--- src/rtl/cnt_pulse_gen_if.sv ---
// cnt_pulse_gen_if
//   Bundles the event-line inputs and the pulse/debug outputs of
//   cnt_pulse_gen. Clock and reset stay as plain ports on the block.
//
//   Handshake: there is no valid/ready pair. raw_in is a free-running,
//   asynchronous level. enable and clr are sampled on every rising clk
//   edge. cnt_out is a one-cycle strobe that the consumer must take in the
//   cycle it is high, because it cannot be back-pressured.
//
//   Signals:
//     raw_in        master->slave  raw asynchronous event line
//     enable        master->slave  1 = qualified rising edges produce pulses
//     clr           master->slave  synchronous clear of both counters
//     cnt_out       slave->master  one-cycle pulse
//     level         slave->master  debounced level
//     evt_count     slave->master  pulses emitted (saturating, CW bits)
//     glitch_count  slave->master  aborted qualifications (saturating, CW bits)
//     dbg_state     slave->master  debounce FSM state, for observation only
interface cnt_pulse_gen_if #(
  parameter int CW = 8
);
  logic          raw_in;
  logic          enable;
  logic          clr;
  logic          cnt_out;
  logic          level;
  logic [CW-1:0] evt_count;
  logic [CW-1:0] glitch_count;
  logic [1:0]    dbg_state;

  modport master (
    output raw_in, enable, clr,
    input  cnt_out, level, evt_count, glitch_count, dbg_state
  );

  modport slave (
    input  raw_in, enable, clr,
    output cnt_out, level, evt_count, glitch_count, dbg_state
  );
endinterface

--- src/rtl/cnt_pulse_gen.sv ---
// cnt_pulse_gen
//   Turns a raw, asynchronous, bouncy event line into clean single-cycle
//   pulses for the CNT input of circuit_2. The line is synchronised, both
//   edges are debounced, and one pulse is emitted per qualified rising edge
//   while enable is high. Saturating event and glitch counters are kept for
//   debug.
//
//   Ports:
//     clk   in   system clock, rising edge
//     rst   in   asynchronous, active-high reset
//     bus   cnt_pulse_gen_if.slave: raw_in, enable, clr in;
//           cnt_out, level, evt_count, glitch_count, dbg_state out
//
//   Parameters:
//     SYNC_STAGES      synchroniser flops on raw_in (>= 2)
//     DEBOUNCE_CYCLES  consecutive equal synced samples to qualify an edge (>= 1)
//     CW               counter width (must match the interface CW)
module cnt_pulse_gen #(
  parameter int SYNC_STAGES     = 2,
  parameter int DEBOUNCE_CYCLES = 4,
  parameter int CW              = 8
) (
  input logic             clk,
  input logic             rst,
  cnt_pulse_gen_if.slave  bus
);

  typedef enum logic [1:0] {
    IDLE_LOW  = 2'd0,
    QUAL_HIGH = 2'd1,
    HIGH      = 2'd2,
    QUAL_LOW  = 2'd3
  } state_e;

  // dcnt only has to reach DEBOUNCE_CYCLES-1.
  localparam int DW = (DEBOUNCE_CYCLES > 1) ? $clog2(DEBOUNCE_CYCLES) : 1;
  localparam logic [DW-1:0] DLAST = DW'(DEBOUNCE_CYCLES - 1);
  localparam logic [DW-1:0] DONE  = DW'(1);
  localparam logic [CW-1:0] CMAX  = {CW{1'b1}};
  localparam logic [CW-1:0] CONE  = CW'(1);

  logic [SYNC_STAGES-1:0] sync_q;
  logic                   s;
  state_e                 state_q;
  logic [DW-1:0]          dcnt_q;
  logic                   cnt_out_q;
  logic [CW-1:0]          evt_count_q,    evt_count_d;
  logic [CW-1:0]          glitch_count_q, glitch_count_d;
  logic                   glitch_ev;

  // ---------------------------------------------------------------------
  // Synchroniser: s is raw_in delayed by SYNC_STAGES flops.
  // ---------------------------------------------------------------------
  always_ff @(posedge clk or posedge rst) begin
    if (rst) begin
      sync_q <= '0;
    end else begin
      sync_q <= {sync_q[SYNC_STAGES-2:0], bus.raw_in};
    end
  end

  assign s = sync_q[SYNC_STAGES-1];

  // ---------------------------------------------------------------------
  // Debounce FSM. cnt_out_q defaults low every cycle, so a pulse set on the
  // QUAL_HIGH->HIGH transition lasts exactly one cycle. HIGH never pulses,
  // so re-enabling while the line stays high produces nothing.
  // ---------------------------------------------------------------------
  always_ff @(posedge clk or posedge rst) begin
    if (rst) begin
      state_q   <= IDLE_LOW;
      dcnt_q    <= '0;
      cnt_out_q <= 1'b0;
    end else begin
      cnt_out_q <= 1'b0;
      case (state_q)
        IDLE_LOW: begin
          if (s) begin
            if (DEBOUNCE_CYCLES == 1) begin
              state_q   <= HIGH;
              cnt_out_q <= bus.enable;
            end else begin
              state_q <= QUAL_HIGH;
              dcnt_q  <= DONE;
            end
          end
        end
        QUAL_HIGH: begin
          if (!s) begin
            state_q <= IDLE_LOW;
          end else if (dcnt_q == DLAST) begin
            state_q   <= HIGH;
            cnt_out_q <= bus.enable;
          end else begin
            dcnt_q <= dcnt_q + DONE;
          end
        end
        HIGH: begin
          if (!s) begin
            if (DEBOUNCE_CYCLES == 1) begin
              state_q <= IDLE_LOW;
            end else begin
              state_q <= QUAL_LOW;
              dcnt_q  <= DONE;
            end
          end
        end
        QUAL_LOW: begin
          if (s) begin
            state_q <= HIGH;
          end else if (dcnt_q == DLAST) begin
            state_q <= IDLE_LOW;
          end else begin
            dcnt_q <= dcnt_q + DONE;
          end
        end
        default: begin
          state_q <= IDLE_LOW;
        end
      endcase
    end
  end

  // A qualification aborted in either direction counts as a glitch.
  assign glitch_ev = ((state_q == QUAL_HIGH) && !s) ||
                     ((state_q == QUAL_LOW)  &&  s);

  // ---------------------------------------------------------------------
  // Saturating counters; clr wins over a simultaneous increment.
  // ---------------------------------------------------------------------
  always_comb begin
    evt_count_d    = evt_count_q;
    glitch_count_d = glitch_count_q;
    if (bus.clr) begin
      evt_count_d    = '0;
      glitch_count_d = '0;
    end else begin
      if (cnt_out_q && (evt_count_q != CMAX)) begin
        evt_count_d = evt_count_q + CONE;
      end
      if (glitch_ev && (glitch_count_q != CMAX)) begin
        glitch_count_d = glitch_count_q + CONE;
      end
    end
  end

  always_ff @(posedge clk or posedge rst) begin
    if (rst) begin
      evt_count_q    <= '0;
      glitch_count_q <= '0;
    end else begin
      evt_count_q    <= evt_count_d;
      glitch_count_q <= glitch_count_d;
    end
  end

  assign bus.cnt_out      = cnt_out_q;
  assign bus.level        = (state_q == HIGH) || (state_q == QUAL_LOW);
  assign bus.evt_count    = evt_count_q;
  assign bus.glitch_count = glitch_count_q;
  assign bus.dbg_state    = state_q;

endmodule

--- src/flat_wrapper.sv ---
// flat-port wrapper written by rule: the top's interface ports become plain ports
module cnt_pulse_gen_flat 
#(
  parameter int SYNC_STAGES     = 2,
  parameter int DEBOUNCE_CYCLES = 4,
  parameter int CW              = 8
)
  (clk, rst, bus_raw_in, bus_enable, bus_clr, bus_cnt_out, bus_level, bus_evt_count, bus_glitch_count, bus_dbg_state);
  cnt_pulse_gen_if #(.CW(CW)) bus_i ();
  input logic clk;
  input logic rst;
  input wire logic [$bits(bus_i.raw_in)-1:0] bus_raw_in;
  input wire logic [$bits(bus_i.enable)-1:0] bus_enable;
  input wire logic [$bits(bus_i.clr)-1:0] bus_clr;
  output wire logic [$bits(bus_i.cnt_out)-1:0] bus_cnt_out;
  output wire logic [$bits(bus_i.level)-1:0] bus_level;
  output wire logic [$bits(bus_i.evt_count)-1:0] bus_evt_count;
  output wire logic [$bits(bus_i.glitch_count)-1:0] bus_glitch_count;
  output wire logic [$bits(bus_i.dbg_state)-1:0] bus_dbg_state;
  assign bus_i.raw_in = bus_raw_in;
  assign bus_i.enable = bus_enable;
  assign bus_i.clr = bus_clr;
  assign bus_cnt_out = bus_i.cnt_out;
  assign bus_level = bus_i.level;
  assign bus_evt_count = bus_i.evt_count;
  assign bus_glitch_count = bus_i.glitch_count;
  assign bus_dbg_state = bus_i.dbg_state;
  cnt_pulse_gen #(.SYNC_STAGES(SYNC_STAGES), .DEBOUNCE_CYCLES(DEBOUNCE_CYCLES), .CW(CW)) u_core (.clk(clk), .rst(rst), .bus(bus_i));
endmodule
--- config.mk ---
export PLATFORM = sky130hd
export DESIGN_NAME = cnt_pulse_gen_flat
export DESIGN_NICKNAME = d
export VERILOG_FILES = /design/src/rtl/cnt_pulse_gen_if.sv /design/src/rtl/cnt_pulse_gen.sv /design/src/flat_wrapper.sv
export SDC_FILE = /design/constraint.sdc
export NUM_CORES = 1
export LEC_CHECK = 0
export CORE_ASPECT_RATIO = 1.2
export CORE_MARGIN = 2
export CORE_UTILIZATION = 55
export DETAILED_ROUTE_END_ITERATION = 6
export DONT_BUFFER_PORTS = 1
export GPL_TIMING_DRIVEN = 0
export PLACE_DENSITY = 0.81
export SYNTH_ARGS = -nofsm -noshare
export SYNTH_HDL_FRONTEND = slang
export SYNTH_SLANG_ARGS = --single-unit
--- constraint.sdc ---
create_clock -name clk -period 2.01 [get_ports clk]
set_input_delay 0.3015 -clock clk [delete_from_list [all_inputs] [get_ports clk]]
set_output_delay 0.3015 -clock clk [all_outputs]
set_load 0.02 [all_outputs]
Word level (Yosys, flattened, before mapping) --
Cells that the tools add are included.
Storage, ports and cells: bits of input ports 5, flip-flop bits (word level) 23, output and inout port bits 20
Cells by class: muxes and demuxes 19, equality and inequality tests 12, reductions and logical operators 12, $add $sub $neg 3
Operator list (count):
- $mux 8 | 4
- $mux 2 | 10
- $add 8x1->8 const B | 2
- $ne 8x8->1 const B | 2
- $pmux 2 s4 | 2
- $reduce_and 4->1 | 2
- $eq 2x2->1 const B | 3
- $logic_and 1x1->1 | 4
- $ne 2x1->1 const B | 2
- $ne 2x2->1 const B | 2
- $reduce_bool 2->1 | 2
- $mux 1 | 3
- $ne 3x1->1 const B | 1
- $ne 3x3->1 const B | 1
- $add 2x1->2 const B | 1
- $eq 2x1->1 const B | 1
- $logic_not 2->1 | 1
- $logic_or 1x1->1 | 2
- $logic_not 1->1 | 1

Longest topological paths before layout --
word-level depth 6, mapped depth 5

Worst setup path after synthesis --
No wires, ideal clock.
path type flip-flop to flip-flop, start point reg u_core.glitch_count_q[0] (netlist: u_core.bus.glitch_count[0]), end point reg u_core.glitch_count_q[7] (netlist: u_core.bus.glitch_count[7]), stages on the path, launching flop included 6, path slack 0.304 ns, data required time 1.932 ns, data arrival time 1.627 ns, library setup time 0.078 ns, clock period less this slack 1.706 ns, cells stage by stage dfrtp_1 ha_1 nand3_1 o211ai_2 or4_1 a21oi_1
On the way: longest elaborated chain between the ends 3, elaborated cells between the ends (all ways) 6
Ends and longest elaborated chain:
- start, declared | line cnt_pulse_gen.sv:48 | logic [CW-1:0] glitch_count_q, glitch_count_d;
- start signal, assigned | line cnt_pulse_gen.sv:153 | glitch_count_q <= glitch_count_d;
- $add 8x1->8 or $ne 8x8->1 (tied branches) | line cnt_pulse_gen.sv:142, cnt_pulse_gen.sv:141
- $mux 8 or $logic_and 1x1->1 (tied branches) | line cnt_pulse_gen.sv:141 | if (glitch_ev && (glitch_count_q != CMAX)) begin
- $mux 8 or $reduce_bool 2->1 (tied branches)
Parallel ways exist; a longest one is shown, timed or not. The select of a mux whose other input is x is not followed. A chain may end at the register's enable or synchronous reset.

Final worst setup path --
Ends and elaborated chain as after synthesis.

==> flow_metrics.py <==
metrics = {
    "detailed_routing": {
        "drt_wl_total_um": 2025,
        "drt-initial-drc-count": 12,
        "wire_per_inst_um": 15.34,
        "post_drt_via_cell_ratio": 6.303,
        "first_pass_iters": 4,
        "drtAntennaViolNets": 0,
        "met1_length_um": 882,
        "drc": 0,
        "highest_layer": "met4",
        "dr_wl_met2_um": 1040,
        "num_vias": 832,
        "wl_met3_um": 76,
    },
    "worst_setup_path": {
        "cp_data_required_time_ns": 2.24,
        "path_max_fanout": 10,
        "startpoint_type": "register",
        "critPathArrivalTime_ns": 2.12,
        "crit_path_end_kind": "register",
        "worstSetupPathType": "reg2reg",
    },
    "timing": {
        "rsz0062_at_grt": "no",
        "setup_viol": 0,
        "worstMarginPinSlew_ns": 0.8448,
        "slew_headroom": 0.4362,
        "finalCritPeriodShare": 0.9410,
        "clock_skew_ns": 0.007185,
        "finalHoldViolations": 0,
        "fin_crit_ns": 1.891,
        "fmax_mhz": 528.7,
        "setup-tns-final_ns": 0,
        "finalMaxSlewViolations": 0,
    },
    "placement": {
        "post-place-cells": 127,
        "io_buffers": 0,
        "hpwl_um": 1466,
        "gp_congestion": 0.8058,
    },
    "pwr": {
        "switching_power_mw": 0.3845,
        "p_clk_frac": 0.192,
        "netSwitchingFraction": 0.3576,
        "p_comb_frac": 0.209,
        "p_total_mw": 1.075,
        "leakage_nw": 0.5147,
        "internal_power_mw": 0.6908,
        "powerDensity_nw_per_um2": 921.2,
        "vdd_ir_drop_max_mv": 0.6901,
        "seqPwrFrac": 0.599,
    },
    "floorplanning": {
        "die_height_um": 52.96,
        "die-area_um2": 2372,
        "rows": 17,
        "initial_core_util": 0.5869,
        "ios": 25,
        "core_um2": 1872,
        "die_w_um": 44.80,
    },
    "yosys": {
        "synth-edff-count": 0,
        "netlist_area_um2": 1099,
        "synth_warnings": 0,
        "async_flop_share": 1.000,
        "synth-seq-area-share": 0.5239,
        "avgSynthCellArea_um2": 10.17,
        "synth_cells": 108,
        "synth_area_leaders": "dfrtp_1 (52%), xor2_1 (4.0%), nor2_1 (3.8%)",
        "ys_types": 33,
        "synth_top_area_share": 0.5239,
        "synth_fp_nets": 116,
        "yosysTopAreaCell": "dfrtp_1",
        "synth_seq_cells": 23,
        "ys.flop_type": "dfrtp_1",
    },
    "grt": {
        "grt_usage": 0.1873,
        "grt-ovfl-total": 0,
        "antenna_found_initial": 0,
        "grt_first_pass_wirelength_um": 3284,
        "grt_max_degree": 24,
        "grt_pass1_vias": 771,
    },
    "cts": {
        "clkLatencyLatePin_ns": 0.30,
        "clock-sinks": 23,
        "post_cts_buffers": 0,
        "clockRootBuffer": "clkbuf_4",
        "htreeDepth": 1,
        "clkTransAtPathRegs_ns": 0.13,
        "cts_buffers": 3,
        "cts_tree": "yes",
        "cts_buffer_depth": 2,
    },
    "finish": {
        "num_antenna_cells": 0,
        "seq_area_um2": 575.6,
        "nFillCells": 162,
        "fin_cells": 132,
        "fin_nets": 122,
        "drive_above_1_share": 0.09735,
        "syn2layout_area_growth_pct": 6.264,
        "multi_input_area_um2": 508.0,
    },
    "min_path": {
        "hold_path.class": "in2async",
    },
    "run": {
        "drv_cap": 0,
    },
    "status": {
        "status": "complete, no violations",
    },
}
[cells by family after synthesis]
| logic type | after synthesis | synth area share |
|---|---|---|
| buffers and inverters | 6 | 0.02050 |
| xor gates and xnor gates | 6 | 0.04784 |
| and+or+nand+nor | 47 | 0.2232 |
| DFF | 23 | 0.5239 |
| AOI/OAI and AO/OA | 19 | 0.1116 |
| adders and majority gates | 3 | 0.03417 |
| muxes | 4 | 0.03872 |
[cell usage in the layout, fill, tap and decap left out, types with 2 or more instances in the layout]
master	synthesis	final
and2_1	2	2
ha_1	3	3
nand3_1	7	7
o31ai_1	2	2
nor2_1	11	11
o21ai_0	5	5
mux2i_1	2	2
inv_1	3	3
clkbuf_1	2	2
clkbuf_4	0	3
o211ai_1	2	2
a21oi_1	6	6
nor3_1	5	5
xor2_1	5	5
dfrtp_1	23	23
or4_1	2	2
nand2_1	9	9
or3_1	2	2
mux2_2	2	2
[layout make-up]
type / instances / area share
buffer: 3 / 0.009646
clock buffer: 3 / 0.01929
clock inverter: 1 / 0.004287
inverter: 3 / 0.009646
multi-input combinational: 79 / 0.4352
sequential: 23 / 0.4930
tap: 19 / 0.02036
timing repair buffer: 1 / 0.008574
[synthesized netlist by cell type (all sizes together), types with 2 or more instances]
master,number
nand4,2
inv,3
o31ai,2
or4,2
nand3,7
a21oi,6
and2,2
or3,3
ha,3
mux2,2
mux2i,2
xor2,5
clkbuf,2
nor2,11
o211ai,3
nor3,5
dfrtp,23
nand2,9
o21ai,5
[power by group through the flow]
stage,registers [mW],logic [mW],clock network (mW)
detailed placement,0.649,0.222,0
finish,0.644,0.225,0.207
floorplan,0.631,0.185,0
global placement,0.642,0.207,0
CTS,0.639,0.225,0.217
global route,0.655,0.255,0.235
[timing repair]
action                                  in CTS  in global routing
endpoints found under the setup margin       0                  2
hold buffers                                 1                  0
hold endpoints to repair                     1                  0
gates resized for setup                      0                  1
[state kept, by name, indices dropped and copies added (netlist names), named ones only]
register	count
u_core.bus.cnt_out	1
u_core.dcnt_q	2
u_core.bus.evt_count	8
u_core.bus.dbg_state	1
u_core.sync_q	2
u_core.bus.glitch_count	8
[per-stage QoR]
stage / cell area (um^2) / hold WS (ns) / util / setup slack, ns
detailed placement: 1122 / 0.3330 / 0.5996 / 0.1427
global placement: 1122 / 0.3330 / 0.5996 / 0.2007
finish: 1167 / 0.03727 / 0.6237 / 0.1187
floorplan: 1099 / 0.3034 / - / 0.3044
global route: 1167 / 0.1075 / 0.6237 / 0.005943
CTS: 1160 / 0.06538 / 0.6197 / 0.1110
[layer usage]
layer  vias to the layer above  GRT usage
met1                       407     0.2362
li1                        400          -
met2                        23     0.3140
met3                         2    0.02389
met4                         0    0.08824
met5                         -          0
[path summary, 6_finish.rpt]
| kind | start | endpoint | slack [ns] | depth (start not counted) |
|---|---|---|---|---|
| setup / recovery | u_core.bus.glitch_count[0] | u_core.bus.glitch_count[7] | 0.12 | 5 |
| hold / removal | rst | async pin | 0.04 | 1 |
| setup reg to reg | u_core.bus.glitch_count[0] | u_core.bus.glitch_count[7] | 0.12 | 5 |
| hold reg to reg | u_core.sync_q[0] | u_core.sync_q[1] | 0.36 | 0 |
| max in group asynchronous | rst | u_core.bus.glitch_count[1] | 1.45 | 1 |
| min in group clk | bus_enable | u_core.bus.cnt_out | 0.11 | 2 |
[worst max-delay path, stage by stage, from the launching register on]
cell and delay, ns:
dfrtp_1 0.52, ha_1 0.29, nand3_1 0.13, o211ai_2 0.20
or4_1 0.53, a21oi_1 0.16
No activity file was read; power rests on OpenSTA's default activity.
